**config.mk**
```make
export PLATFORM = sky130hd
export DESIGN_NAME = hazard_unit
export DESIGN_NICKNAME = d
export VERILOG_FILES = /design/src/rtl/hazard_unit.sv
export SDC_FILE = /design/constraint.sdc
export NUM_CORES = 1
export LEC_CHECK = 0
export ABC_AREA = 1
export BUFFER_PORTS_ARGS = -buffer_cell sky130_fd_sc_hd__buf_4
export CAP_MARGIN = 15
export CORE_ASPECT_RATIO = 0.6
export CORE_MARGIN = 5
export CORE_UTILIZATION = 50
export CTS_CLUSTER_DIAMETER = 100
export DETAILED_ROUTE_END_ITERATION = 16
export PLACE_DENSITY = 0.79
export SYNTH_ARGS = -nofsm -noshare
export SYNTH_HDL_FRONTEND = slang
export SYNTH_SLANG_ARGS = --single-unit
```
**constraint.sdc**
```tcl
create_clock -name clk -period 2.1 [get_ports clk]
set_input_delay 0 -clock clk [delete_from_list [all_inputs] [get_ports clk]]
set_output_delay 0 -clock clk [all_outputs]
set_load 0.01 [all_outputs]
```
**src/rtl/hazard_unit.sv**
```systemverilog
// Hazard/forwarding control for the 5-stage RV32I pipeline: load-use stall, branch flush,
// memory freeze with deferred flush, plus saturating stall/flush counters.
module hazard_unit #(
  parameter int REG_ADDR_W = 5,
  parameter int CNT_W      = 16
) (
  input  logic                  clk,
  input  logic                  rst_n,
  input  logic [REG_ADDR_W-1:0] Rs1D_i,
  input  logic [REG_ADDR_W-1:0] Rs2D_i,
  input  logic [REG_ADDR_W-1:0] Rs1E_i,
  input  logic [REG_ADDR_W-1:0] Rs2E_i,
  input  logic [REG_ADDR_W-1:0] RdE_i,
  input  logic                  LoadE_i,
  input  logic [REG_ADDR_W-1:0] RdM_i,
  input  logic                  RegWriteM_i,
  input  logic [REG_ADDR_W-1:0] RdW_i,
  input  logic                  RegWriteW_i,
  input  logic                  PCSrcE_i,
  input  logic                  MemBusyM_i,
  output logic                  StallF_o,
  output logic                  StallD_o,
  output logic                  StallE_o,
  output logic                  StallM_o,
  output logic                  FlushD_o,
  output logic                  FlushE_o,
  output logic [1:0]            ForwardAE_o,
  output logic [1:0]            ForwardBE_o,
  output logic [CNT_W-1:0]      StallCnt_o,
  output logic [CNT_W-1:0]      FlushCnt_o
);

  typedef enum logic [0:0] {RUN = 1'b0, MEM_WAIT = 1'b1} state_e;

  localparam logic [REG_ADDR_W-1:0] REG_ZERO = {REG_ADDR_W{1'b0}};
  localparam logic [CNT_W-1:0]      CNT_ONES = {CNT_W{1'b1}};
  localparam logic [CNT_W-1:0]      CNT_ZERO = {CNT_W{1'b0}};

  state_e           state_q, state_d;
  logic             pend_q, pend_d;
  logic [CNT_W-1:0] stall_cnt_q, stall_cnt_d;
  logic [CNT_W-1:0] flush_cnt_q, flush_cnt_d;

  logic stall_f_s, stall_d_s, stall_e_s, stall_m_s, flush_d_s, flush_e_s;
  logic lw_hit_s;
  logic [1:0] fwd_a_s, fwd_b_s;

  // Memory-stage result is younger than writeback, so it wins; x0 is never forwarded.
  function automatic logic [1:0] fwd_sel(input logic [REG_ADDR_W-1:0] rs,
                                         input logic [REG_ADDR_W-1:0] rd_m,
                                         input logic                  wr_m,
                                         input logic [REG_ADDR_W-1:0] rd_w,
                                         input logic                  wr_w);
    logic [1:0] sel;
    sel = 2'b00;
    if (wr_m && (rd_m != REG_ZERO) && (rd_m == rs)) begin
      sel = 2'b10;
    end else if (wr_w && (rd_w != REG_ZERO) && (rd_w == rs)) begin
      sel = 2'b01;
    end else begin
      sel = 2'b00;
    end
    return sel;
  endfunction

  function automatic logic [CNT_W-1:0] sat_inc(input logic [CNT_W-1:0] cnt, input logic en);
    logic [CNT_W-1:0] res;
    res = cnt;
    if (en && (cnt != CNT_ONES)) begin
      res = cnt + {{(CNT_W-1){1'b0}}, 1'b1};
    end else begin
      res = cnt;
    end
    return res;
  endfunction

  assign lw_hit_s = LoadE_i && (RdE_i != REG_ZERO) && ((RdE_i == Rs1D_i) || (RdE_i == Rs2D_i));
  assign fwd_a_s  = fwd_sel(Rs1E_i, RdM_i, RegWriteM_i, RdW_i, RegWriteW_i);
  assign fwd_b_s  = fwd_sel(Rs2E_i, RdM_i, RegWriteM_i, RdW_i, RegWriteW_i);

  // Next-state and pipeline control; a memory freeze overrides both load-use and branch handling.
  always_comb begin
    state_d   = state_q;
    pend_d    = pend_q;
    stall_f_s = 1'b0;
    stall_d_s = 1'b0;
    stall_e_s = 1'b0;
    stall_m_s = 1'b0;
    flush_d_s = 1'b0;
    flush_e_s = 1'b0;
    case (state_q)
      RUN: begin
        if (MemBusyM_i) begin
          {stall_f_s, stall_d_s, stall_e_s, stall_m_s} = 4'b1111;
          pend_d  = PCSrcE_i;
          state_d = MEM_WAIT;
        end else if (PCSrcE_i) begin
          {flush_d_s, flush_e_s} = 2'b11;
        end else if (lw_hit_s) begin
          {stall_f_s, stall_d_s, flush_e_s} = 3'b111;
        end else begin
          pend_d = 1'b0;
        end
      end
      MEM_WAIT: begin
        if (MemBusyM_i) begin
          {stall_f_s, stall_d_s, stall_e_s, stall_m_s} = 4'b1111;
          pend_d = pend_q | PCSrcE_i;
        end else begin
          pend_d  = 1'b0;
          state_d = RUN;
          if (pend_q || PCSrcE_i) begin
            {flush_d_s, flush_e_s} = 2'b11;
          end else if (lw_hit_s) begin
            {stall_f_s, stall_d_s, flush_e_s} = 3'b111;
          end else begin
            flush_e_s = 1'b0;
          end
        end
      end
      default: begin
        state_d = RUN;
        pend_d  = 1'b0;
      end
    endcase
  end

  // Everything is forced low while reset is held, including the forwarding selects.
  assign StallF_o    = rst_n & stall_f_s;
  assign StallD_o    = rst_n & stall_d_s;
  assign StallE_o    = rst_n & stall_e_s;
  assign StallM_o    = rst_n & stall_m_s;
  assign FlushD_o    = rst_n & flush_d_s;
  assign FlushE_o    = rst_n & flush_e_s;
  assign ForwardAE_o = {2{rst_n}} & fwd_a_s;
  assign ForwardBE_o = {2{rst_n}} & fwd_b_s;
  assign StallCnt_o  = stall_cnt_q;
  assign FlushCnt_o  = flush_cnt_q;

  // Saturating performance counters.
  always_comb begin
    stall_cnt_d = sat_inc(stall_cnt_q, StallF_o);
    flush_cnt_d = sat_inc(flush_cnt_q, FlushE_o);
  end

  // State, deferred-flush flag and counter registers.
  always_ff @(posedge clk or negedge rst_n) begin
    if (!rst_n) begin
      state_q     <= RUN;
      pend_q      <= 1'b0;
      stall_cnt_q <= CNT_ZERO;
      flush_cnt_q <= CNT_ZERO;
    end else begin
      state_q     <= state_d;
      pend_q      <= pend_d;
      stall_cnt_q <= stall_cnt_d;
      flush_cnt_q <= flush_cnt_d;
    end
  end

endmodule

```
Word level (Yosys, flattened, before mapping)

Index checks and enable logic that the tools add are counted.

Flip-flop bits (word level): 34
Word-level logic and storage cells: 66
Output and inout bits: 42
Input port bits: 42

Add/subtract/negate cells: 2
Bitwise gates (word level): 8
Multiplexer cells: 26
Reduce and logical (&&, ||, !) cells: 16
Eq/ne operators: 10

Operators with widths:

| cell                  | number |
|---|---|
| $add 16x1->16 const B | 2 |
| $ne 16x16->1 const B  | 2 |
| $eq 5x5->1            | 6 |
| $mux 1                | 20 |
| $reduce_bool 5->1     | 3 |
| $logic_and 1x1->1     | 10 |
| $pmux 1 s2            | 4 |
| $ne 3x3->1 const B    | 2 |
| $and 1x1->1           | 4 |
| $and 2x2->2           | 2 |
| $mux 2                | 2 |
| $logic_or 1x1->1      | 2 |
| $reduce_and 2->1      | 1 |
| $not 1->1             | 1 |
| $or 1x1->1            | 1 |

Logic depth before layout (Yosys ltp)

Gate-level depths: netlist of the first run.

Depth in word-level cells: 9
Gate-level depth with buffers: 14
Mapped depth without buffers: 13

Worst setup path after synthesis of the first run

OpenSTA, ideal clock, no wires.

Path type: register to register
From: reg stall_cnt_q[0], in the netlist StallCnt_o[0]
To: reg stall_cnt_q[4], in the netlist StallCnt_o[4]
Library setup time: 0.065 ns
Data required time: 2.035 ns
Stages on the path, launching flop included: 11
Arrival time: 1.621 ns
Setup slack: 0.414 ns
Cell sequence: dfrtp_1 ha_1 nand2_2 nor2_4 nand3_2 nor4_2 nand4_1 nand2_1 buf_4 nand2_1 nand2_1

Cells in the longest elaborated chain, start to end: 2
Elaborated cells between the ends (all ways): 3

Ends and longest elaborated chain:

| item                                                                  | RTL line | RTL |
|---|---|---|
| start: declaration                                                    | 41       | `logic [CNT_W-1:0] stall_cnt_q, stall_cnt_d;` |
| start signal: assignment                                              | 156      | `stall_cnt_q <= stall_cnt_d;` |
| parallel branches: the longest is 2 deep, another holds $add 16x1->16 | --       |  |

Parallel ways; which one is timed is not known.
A chain may end at the register's enable or synchronous reset.

Worst setup path in the final report of the first run

From: reg stall_cnt_q[1], in the netlist StallCnt_o[1]
To: reg stall_cnt_q[2], in the netlist StallCnt_o[2]

The elaborated chain is that of the path after synthesis.

==> results of run 1 <==
==> kinds of logic after synthesis <==
logic type,share of synthesized area
flops,0.326
fa+ha+maj,0.00960
xor+xnor,0.134
buf+inv,0.110
simple gates,0.375
compound gates,0.0442
==> synth_stat cells (2+ instances only) <==
library cell  number
a21oi_1            6
buf_2              2
buf_4              6
clkbuf_1           4
dfrtp_1           34
ha_1               2
inv_1             55
nand2_1          111
nand2_2            2
nand3_1           32
nand3b_1           3
nand4_1           23
nor2_1            23
nor3_1             9
nor4_1             6
o21ai_0            2
o21ai_1            4
o22ai_1            2
o41ai_1            2
or2_2              2
xnor2_1           15
xor2_1            25
==> cell type report <==
cell class / count / area share
Clock inverter: 2 / 0.00364
Inverter: 55 / 0.0601
Clock buffer: 6 / 0.0241
Timing Repair Buffer: 95 / 0.209
Sequential cell: 34 / 0.248
Tap cell: 66 / 0.0241
Multi-Input combinational cell: 276 / 0.431
==> worst paths after layout <==
path	startpoint	to	slack, ns	cells after the start
min in group asynchronous	rst_n	StallCnt_o[11]$_DFFE_PN0P_	0.11	2
max in group asynchronous	rst_n	FlushCnt_o[6]$_DFFE_PN0P_	1.27	3
max reg2reg	StallCnt_o[1]$_DFFE_PN0P_	StallCnt_o[2]$_DFFE_PN0P_	0.22	10
max	StallCnt_o[1]$_DFFE_PN0P_	StallCnt_o[2]$_DFFE_PN0P_	0.22	10
min reg2reg	StallCnt_o[15]$_DFFE_PN0P_	StallCnt_o[15]$_DFFE_PN0P_	0.53	2
min	PCSrcE_i	pend_q$_DFFE_PN0P_	0.03	3
==> metrics by stage <==
stage               instances  setup WS (ns)
floorplan                 378          0.414
global placement          524          0.220
detailed placement        524          0.165
CTS                       534          0.147
global route              534         0.0154
finish                    534          0.223
==> sequential cells by signal (all words and copies together), names as in the netlist <==
signal and cells:
StallCnt_o 16, pend_q 1, FlushCnt_o 16, state_q 1
==> layer usage <==
metal | GRT usage | vias up | wire (um)
met5 | 0 | - | 0
li1 | - | 1390 | -
met3 | 0.0601 | 7 | 613
met2 | 0.319 | 102 | 3070
met1 | 0.356 | 1275 | 3760
met4 | 0.0404 | 0 | 41
==> cell usage in the layout, fill, tap and decap left out, drive strengths merged, types with 3 or more instances in the layout <==
master,instances
a21oi,6
buf,93
clkbuf,6
dfrtp,34
inv,55
nand2,113
nand3,33
nand3b,3
nand4,23
nor2,25
nor3,9
nor4,7
o21ai,7
xnor2,15
xor2,25
==> power by group through the flow <==
stage | Clock (mW) | Sequential [mW] | Combinational, mW
floorplan | 0 | 0.879 | 0.305
global placement | 0 | 0.858 | 0.629
detailed placement | 0 | 0.862 | 0.645
CTS | 0.532 | 0.851 | 0.650
global route | 0.561 | 0.883 | 0.749
finish | 0.529 | 0.864 | 0.667
==> worst max-delay path, stage by stage (launching register included) <==
cell     delay [ns]
dfrtp_1        0.45
ha_4           0.20
nand2_2        0.07
nor2_4         0.16
nand3_2        0.14
nor4_2         0.19
nand4_1        0.14
nand2_1        0.11
buf_4          0.20
nand2_1        0.06
o21ai_1        0.07
==> what timing repair did <==
item,CTS,global route
resized for setup,0,2
hold buffers,2,0
endpoints found under the setup margin,0,16
hold endpoints to repair,35,0
==> impl_metrics.csv, run 1 <==
group,metric,value,unit
global_routing,grt_remaining_overflow,0,
global_routing,antenna_found_initial,0,
clock_network,clock-root-buffer,"clkbuf_8",
clock_network,clock_latency,0.30,ns
cells_and_area,seq_area,851,um^2
synthesis,ys_ff_latch,34,
cells_and_area,num-fill-cells,454,
synthesis,yosysSeqAreaShare,0.326,
critical_path,cp_max_fo,12,
cells_and_area,multi_input_area,1480,um^2
global_routing,grt_start_max_net_pins,43,
global_routing,track_usage,0.230,
synthesis,synth_cell_types,30,
drt,postRouteAntennaNets,0,
power,leakagePower,1.76,nW
global_routing,grt_pass1_vias,2573,
cells_and_area,finalNetCount,511,
synthesis,synth_top_area_share,0.326,
synthesis,synth_edf_count,0,
synthesis,synth-async-reset-ratio,1.00,
critical_path,required,2.32,ns
power,seq_power_share,0.419,
sta,hold_violations,0,
clock_network,clock-sinks,34,
synthesis,synth_top_cell_by_area,"dfrtp_1",
cells_and_area,num_antenna_cells,0,
power,p_sw_frac,0.357,
die,die-area,6800,um^2
sta,period_needed,1.88,ns
clock_network,ctsLongestPathBuffers,2,
power,power.internal,1.32,mW
synthesis,syn_nets,422,
sta,maxSlewViolCount,0,
drt,viasPerCell,5.19,
drt,first_pass_iters,5,
cells_and_area,drive_gt1_frac,0.237,
power,power.density,600,nW/um^2
die,ios,84,
synthesis,postSynthAreaPerCell,6.89,um^2
die,die_w,103,um
clock_network,clkTransAtPathRegs,0.07,ns
placed_design,portBuffers,83,
sta,setup_viol,0,
drt,wl_per_cell,14.0,um
critical_path,critPathArrivalTime,2.10,ns
sta,min_period_over_period,0.894,
clock_network,cts_setup_buffers,0,
drt,drc,0,
power,power_frac_clock,0.257,
power,totalPowerFinal,2.06,mW
flow_run,drv_cap,0,
sta,slew-limit-headroom,0.634,
die,initial_utilization,0.516,
synthesis,synth_warnings,0,
synthesis,ys.flop_type,"dfrtp_1",
clock_network,cts_tree,"done",
die,rows,20,
power,p_sw,735,uW
die,design.core.area,5050,um^2
die,die_height,65.9,um
clock_network,cts_buffers,5,
sta,skew,0.00722,ns
sta,fmax,533,MHz
critical_path,cp-start-kind,"flop",
synthesis,netlist_area,2610,um^2
sta,fin_tns_setup,0,ns
hold_path,hp-class,"in2reg",
power,comb_power_share,0.324,
critical_path,end_kind,"flop",
sta,rsz0062_at_grt,"no",
outcome,status,"finished, final reports clean",
placed_design,place_area,3310,um^2
cells_and_area,syn_to_final_growth,31.7,%
critical_path,path_class,"reg2reg",
power,peakVddDrop,0.323,mV
drt,vias,2774,
clock_network,ctsHtreeMaxLevel,2,
sta,tightest_slew,0.544,ns
cells_and_area,final_util,0.679,
cells_and_area,finalInstanceArea,3430,um^2
sta,timing.hold.ws,0.0285,ns
synthesis,synthTopCellsByArea,"dfrtp_1 33%, nand2_1 16%, xor2_1 8.4%",
placed_design,place_hpwl,5940,um
global_routing,grt_pass1_wl,12400,um
drt,routed_wl,7490,um
synthesis,syn_inst,378,
drt,drtIter0Drc,264,
placed_design,gp_congestion,1.00,
Note: power is estimated with default switching activity, not from simulation.
==> run 2: changes to the inputs <==
--- a/config.mk
+++ b/config.mk
@@ -10,10 +10,10 @@
 export CAP_MARGIN = 15
 export CORE_ASPECT_RATIO = 0.6
 export CORE_MARGIN = 5
-export CORE_UTILIZATION = 50
+export CORE_UTILIZATION = 45
 export CTS_CLUSTER_DIAMETER = 100
 export DETAILED_ROUTE_END_ITERATION = 16
-export PLACE_DENSITY = 0.79
+export PLACE_DENSITY = 0.72
 export SYNTH_ARGS = -nofsm -noshare
 export SYNTH_HDL_FRONTEND = slang
 export SYNTH_SLANG_ARGS = --single-unit
==> run 2 against run 1 <==
  * Worst hold slack improved by 0.022 ns
  * Non-clock buffer count fell by 2
  * Global-route usage fell by 2.8 points
  * Critical path depth fell by 3
  * Setup slack got worse by 0.0086 ns
  * Die area rose by 9.7%
  * Clock skew fell by 0.00084 ns
  * First-iteration DRC count fell by 23%
  * Utilization fell by 6.8 points
  * Via count fell by 2.1%
  * Final cell count rose by 2.2%
  * Fmax fell by 0.45%
  * Critical path type unchanged
==> impl_metrics.csv, run 2 (same netlist as run 1, synthesis figures left out) <==
group,metric,value,unit
outcome,status,"finished, final reports clean",
placed_design,place_hpwl,5810,um
critical_path,cp-start-kind,"flop",
drt,wl_per_cell,13.4,um
power,p_sw,695,uW
sta,slew-limit-headroom,0.660,
clock_network,cts_buffers,5,
power,power_frac_clock,0.255,
placed_design,pre_cts_slack,0.210,ns
hold_path,min_to,"pend_q$_DFFE_PN0P_",
global_routing,grt_start_max_net_pins,34,
die,die_w,108,um
placed_design,portBuffers,83,
critical_path,end_kind,"flop",
drt,drtIter0Drc,204,
hold_path,hold_path_startpoint,"PCSrcE_i",
critical_path,cp_max_fo,11,
power,totalPowerFinal,2.00,mW
cells_and_area,num_antenna_cells,0,
die,ios,84,
power,power.density,583,nW/um^2
drt,postRouteAntennaNets,0,
placed_design,placed_cells,536,
die,initial_utilization,0.466,
global_routing,antenna_found_initial,0,
clock_network,clock_latency,0.29,ns
cells_and_area,syn_to_final_growth,31.3,%
sta,fin_tns_setup,0,ns
critical_path,path_class,"reg2reg",
global_routing,track_usage,0.202,
critical_path,r2r_slack,0.21,ns
die,design.core.area,5600,um^2
cells_and_area,final_cells,546,
clock_network,clock-root-buffer,"clkbuf_8",
critical_path,worstRegToRegCells,7,
critical_path,required,2.33,ns
sta,fmax,530,MHz
global_routing,grt_pass1_wl,11900,um
sta,maxSlewViolCount,0,
flow_run,drv_cap,0,
sta,hold_violations,0,
drt,routed_wl,7310,um
sta,skew,0.00638,ns
cells_and_area,finalNetCount,509,
critical_path,critPathArrivalTime,2.12,ns
drt,vias,2716,
sta,rsz0062_at_grt,"no",
clock_network,cts_tree,"done",
drt,first_pass_iters,4,
drt,drc,0,
clock_network,clock-sinks,34,
cells_and_area,drive_gt1_frac,0.234,
cells_and_area,final_cell_mix,"111 x nand2_1, 91 x buf_4, 55 x inv_1",
global_routing,grt_remaining_overflow,0,
power,p_sw_frac,0.348,
cells_and_area,layout_commonest_cell,"nand2_1",
sta,period_needed,1.89,ns
power,power.internal,1.30,mW
hold_path,min_path_cells,3,
clock_network,ctsLongestPathBuffers,2,
power,comb_power_share,0.311,
die,die-area,7460,um^2
power,leakagePower,1.75,nW
die,die_height,69.0,um
clock_network,cts_setup_buffers,0,
sta,tightest_slew,0.506,ns
drt,viasPerCell,4.97,
critical_path,reg2reg_from,"FlushCnt_o[0]$_DFFE_PN0P_",
placed_design,gp_congestion,0.963,
die,rows,21,
hold_path,hp-class,"in2reg",
critical_path,r2r_end,"FlushCnt_o[14]$_DFFE_PN0P_",
power,seq_power_share,0.434,
clock_network,clkTransAtPathRegs,0.07,ns
power,peakVddDrop,0.389,mV
global_routing,grt_pass1_vias,2480,
sta,postLayoutSetupSlackWorst,0.215,ns
clock_network,ctsHtreeMaxLevel,2,
sta,min_period_over_period,0.898,
sta,setup_viol,0,
run 2: critical path, cell delays in order (launching register included):
cell and delay [ns]:
dfrtp_1 0.43, ha_1 0.25, nand4_1 0.20, nor2_2 0.20, nand3b_1 0.18, nand3_1 0.38, nand2_1 0.10, nand2_1 0.08
run 2: worst max-delay path by stage:
stage / to / from / cells past startpoint / slack, ns
global route: StallCnt_o[2]$_DFFE_PN0P_ / StallCnt_o[1]$_DFFE_PN0P_ / 10 / 0.01
CTS: StallCnt_o[2]$_DFFE_PN0P_ / StallCnt_o[0]$_DFFE_PN0P_ / 10 / 0.18
detailed placement: StallCnt_o[2]$_DFFE_PN0P_ / StallCnt_o[0]$_DFFE_PN0P_ / 10 / 0.21
floorplan: StallCnt_o[4]$_DFFE_PN0P_ / StallCnt_o[0]$_DFFE_PN0P_ / 10 / 0.41
finish: FlushCnt_o[14]$_DFFE_PN0P_ / FlushCnt_o[0]$_DFFE_PN0P_ / 7 / 0.21
global placement: StallCnt_o[2]$_DFFE_PN0P_ / StallCnt_o[0]$_DFFE_PN0P_ / 10 / 0.33
run 2: through the flow:
| stage | util | hold slack (ns) | instance area (um^2) |
|---|---|---|---|
| finish | 0.612 | 0.0502 | 3420 |
| global route | 0.612 | 0.0912 | 3420 |
| CTS | 0.611 | 0.0534 | 3420 |
| detailed placement | 0.591 | -0.0896 | 3310 |
| global placement | 0.591 | -0.0901 | 3310 |
| floorplan | - | -0.296 | 2610 |
run 2: per-layer routing:
layer / up-vias / GRT usage / part of all wire
met5: - / 0 / 0
met2: 90 / 0.302 / 0.42
met4: 0 / 0.0472 / 0.0081
met1: 1233 / 0.296 / 0.50
li1: 1386 / - / -
met3: 7 / 0.0474 / 0.074
run 2: what timing repair did:
| item | 4_1_cts | 5_1_grt |
|---|---|---|
| setup endpoints to repair | 0 | 4 |
| hold buffers | 2 | 0 |
| hold endpoints to repair | 15 | 0 |
| gates resized for setup | 0 | 2 |
run 2: area by class of cell:
class	count	area, um^2
fillers	500	2170
multi-input cells	276	1470
flip-flops and latches	34	852
repair buffers	93	703
inverters	55	206
well taps	80	100
clock buffers	7	86.3
clock inverters	1	5.00
run 2: power groups by stage:
stage,registers (mW),logic [mW],clock network (mW)
global route,0.878,0.701,0.550
floorplan,0.879,0.305,0
finish,0.866,0.621,0.509
detailed placement,0.872,0.617,0
CTS,0.860,0.622,0.521
global placement,0.864,0.606,0
==> run 3: changes to the inputs <==
--- a/config.mk
+++ b/config.mk
@@ -5,7 +5,6 @@
 export SDC_FILE = /design/constraint.sdc
 export NUM_CORES = 1
 export LEC_CHECK = 0
-export ABC_AREA = 1
 export BUFFER_PORTS_ARGS = -buffer_cell sky130_fd_sc_hd__buf_4
 export CAP_MARGIN = 15
 export CORE_ASPECT_RATIO = 0.6
@@ -13,7 +12,7 @@
 export CORE_UTILIZATION = 45
 export CTS_CLUSTER_DIAMETER = 100
 export DETAILED_ROUTE_END_ITERATION = 16
-export PLACE_DENSITY = 0.72
+export PLACE_DENSITY = 0.75
 export SYNTH_ARGS = -nofsm -noshare
 export SYNTH_HDL_FRONTEND = slang
 export SYNTH_SLANG_ARGS = --single-unit
==> run 3 against run 2 <==
  * Synthesized cell count is 44% lower
  * Die area is 18% lower
  * Setup slack worse by 0.042 ns
  * Critical endpoint is now FlushCnt_o[6]$_DFFE_PN0P_
==> impl_metrics.csv, run 3 <==
group,metric,value,unit
outcome,status,"finished, final reports clean",
synthesis,yosysSeqAreaShare,0.412,
power,comb_power_share,0.319,
cells_and_area,num_antenna_cells,0,
flow_run,drv_cap,0,
sta,skew,0.00777,ns
power,p_sw,691,uW
drt,routed_wl,5690,um
die,design.core.area,4520,um^2
sta,timing.hold.ws,0.0889,ns
synthesis,synth_top_cell_by_area,"dfrtp_1",
sta,slew-limit-headroom,0.739,
global_routing,use_met3,0.0591,
power,seq_power_share,0.450,
clock_network,cts_buffers,5,
synthesis,synth_edf_count,0,
sta,rsz0062_at_grt,"no",
power,power_frac_clock,0.231,
synthesis,synth_warnings,0,
drt,viasPerCell,5.17,
synthesis,netlist_area,2070,um^2
placed_design,gp_congestion,0.892,
critical_path,critPathArrivalTime,2.08,ns
sta,hold_violations,0,
global_routing,grt_pass1_vias,1873,
die,rows,19,
critical_path,cp_slowest_cell,"dfrtp_1",
die,ios,84,
placed_design,place_hpwl,4540,um
global_routing,grt_remaining_overflow,0,
synthesis,synth_compound_area_frac,0.0436,
critical_path,end_kind,"flop",
sta,maxSlewViolCount,0,
hold_path,hp-class,"in2async",
critical_path,r2r_slack,0.17,ns
global_routing,track_usage,0.188,
critical_path,cp-start-kind,"flop",
cells_and_area,finalInstanceArea,2930,um^2
global_routing,grt_pass1_wl,9320,um
die,die_height,62.5,um
drt,drc,0,
sta,tightest_slew,0.389,ns
cells_and_area,num-fill-cells,369,
drt,drtIter0Drc,79,
synthesis,postSynthAreaPerCell,9.74,um^2
critical_path,max_stage_delay,0.43,ns
clock_network,clock_latency,0.29,ns
power,leakagePower,1.42,nW
cells_and_area,syn_to_final_growth,41.6,%
drt,wl_per_cell,15.4,um
synthesis,synth.top_cells.by_count,"41 x xor2_1, 34 x dfrtp_1, 24 x nand2_1, 17 x nor4_1, 17 x xnor2_1",
critical_path,cp_num_buf_inv,1,
global_routing,grt_use_met1,0.284,
critical_path,path_class,"reg2reg",
placed_design,place_area,2810,um^2
synthesis,synth_mux_area_frac,0.0218,
sta,min_period_over_period,0.918,
cells_and_area,layout_commonest_cell,"buf_4",
synthesis,yosysMostFrequentCell,"xor2_1",
power,p_sw_frac,0.332,
sta,fin_tns_setup,0,ns
synthesis,synth-simple-area-share,0.239,
die,die-area,6090,um^2
synthesis,synth_xor_area_frac,0.246,
clock_network,cts_tree,"done",
synthesis,ys_ff_latch,34,
clock_network,clock-root-buffer,"clkbuf_8",
die,initial_utilization,0.457,
global_routing,antenna_found_initial,0,
synthesis,synthTopCellsByArea,"dfrtp_1 41%, xor2_1 17%, xnor2_1 7.2%",
critical_path,cp_max_fo,13,
sta,setup_viol,0,
drt,postRouteAntennaNets,0,
synthesis,syn_inst,212,
drt,first_pass_iters,5,
global_routing,grt_start_max_net_pins,29,
placed_design,portBuffers,83,
clock_network,clock-sinks,34,
global_routing,busiest_layer,"met1",
critical_path,path_cells,"and4_1, nand4_1, nor3_1, buf_4, nor4b_1, xor2_1",
synthesis,ys.flop_type,"dfrtp_1",
synthesis,syn_nets,256,
power,power.internal,1.39,mW
power,peakVddDrop,0.440,mV
clock_network,ctsLongestPathBuffers,2,
drt,vias,1906,
cells_and_area,drive_gt1_frac,0.340,
sta,period_needed,1.93,ns
synthesis,synth_top_family_by_area,"XOR/XNOR gates",
power,power.density,710,nW/um^2
synthesis,synthAdderAreaFrac,0.0121,
sta,fmax,519,MHz
die,die_w,97.5,um
critical_path,required,2.25,ns
synthesis,synth_top_area_share,0.412,
cells_and_area,final_cell_mix,"90 x buf_4, 41 x xor2_1, 33 x dfrtp_1",
clock_network,ctsHtreeMaxLevel,2,
critical_path,crit_family,"simple AND/OR/NAND/NOR gates",
cells_and_area,finalNetCount,351,
clock_network,clkTransAtPathRegs,0.07,ns
synthesis,synth_cell_types,33,
global_routing,use_met2,0.253,
synthesis,synth-async-reset-ratio,1.00,
run 3: cell types whose count changed after synthesis, sizes merged, moves of 6 or more:
cell and delta:
inv -50, xor2 +16, nand2 -89, nand4 -19
nor4 +10, nand3 -23, o21ai -6, nor2 -17
run 3: cell families (layout without fill, tap and decap cells):
kind of cell / Yosys count / count (layout)
muxes: 4 / 4
buffers and inverters: 11 / 105
DFF: 34 / 34
xor gates and xnor gates: 58 / 58
adders and majority gates: 2 / 2
and+or+nand+nor: 92 / 92
AOI/OAI and AO/OA: 11 / 11
run 3: metal layers:
metal  up-vias  routed length [um]  share of wire
li1        929                   -              -
met4         0                  67          0.012
met2        72                2320           0.41
met5         -                   0              0
met3         7                 399          0.070
met1       898                2910           0.51
run 3: cell type report:
class | count | area (um^2) | area share
Timing Repair Buffer | 94 | 726 | 0.248
Sequential cell | 34 | 852 | 0.291
Clock buffer | 6 | 82.6 | 0.0282
Inverter | 5 | 18.8 | 0.00642
Multi-Input combinational cell | 167 | 1170 | 0.399
Tap cell | 63 | 78.8 | 0.0269
run 3: final timing paths:
path                                                  from                         end  depth (start not counted)
max in group asynchronous                            rst_n   StallCnt_o[7]$_DFFE_PN0P_                          3
worst min register to register  FlushCnt_o[10]$_DFFE_PN0P_  FlushCnt_o[10]$_DFFE_PN0P_                          1
worst max register to register   FlushCnt_o[2]$_DFFE_PN0P_   FlushCnt_o[6]$_DFFE_PN0P_                          6
min in group clk                                   LoadE_i          pend_q$_DFFE_PN0P_                          5
worst min-delay path                                 rst_n           state_q$_DFF_PN0_                          2
worst max-delay path             FlushCnt_o[2]$_DFFE_PN0P_   FlushCnt_o[6]$_DFFE_PN0P_                          6
run 3: what timing repair did:
item | in CTS | in global routing
buffers inserted | 0 | 0
hold endpoints to repair | 36 | 0
hold buffers | 3 | 0
endpoints found under the setup margin | 0 | 1
resized for setup | 0 | 1
run 3: power groups by stage:
stage / combinational (mW) / sequential, mW / clock, mW
floorplan: 0.246 / 0.976 / 0
global placement: 0.651 / 0.941 / 0
detailed placement: 0.663 / 0.944 / 0
CTS: 0.671 / 0.933 / 0.496
global route: 0.727 / 0.962 / 0.518
finish: 0.662 / 0.935 / 0.481
run 3: metrics by stage:
step | std cells | worst slack (ns) | power [mW] | utilization
3_3_place_gp | 360 | 0.216 | 1.59 | 0.622
2_1_floorplan | 212 | 0.129 | 1.22 | -
4_1_cts | 369 | 0.170 | 2.10 | 0.647
3_5_place_dp | 360 | 0.190 | 1.61 | 0.622
5_1_grt | 369 | 0.0261 | 2.21 | 0.648
6_report | 369 | 0.173 | 2.08 | 0.648
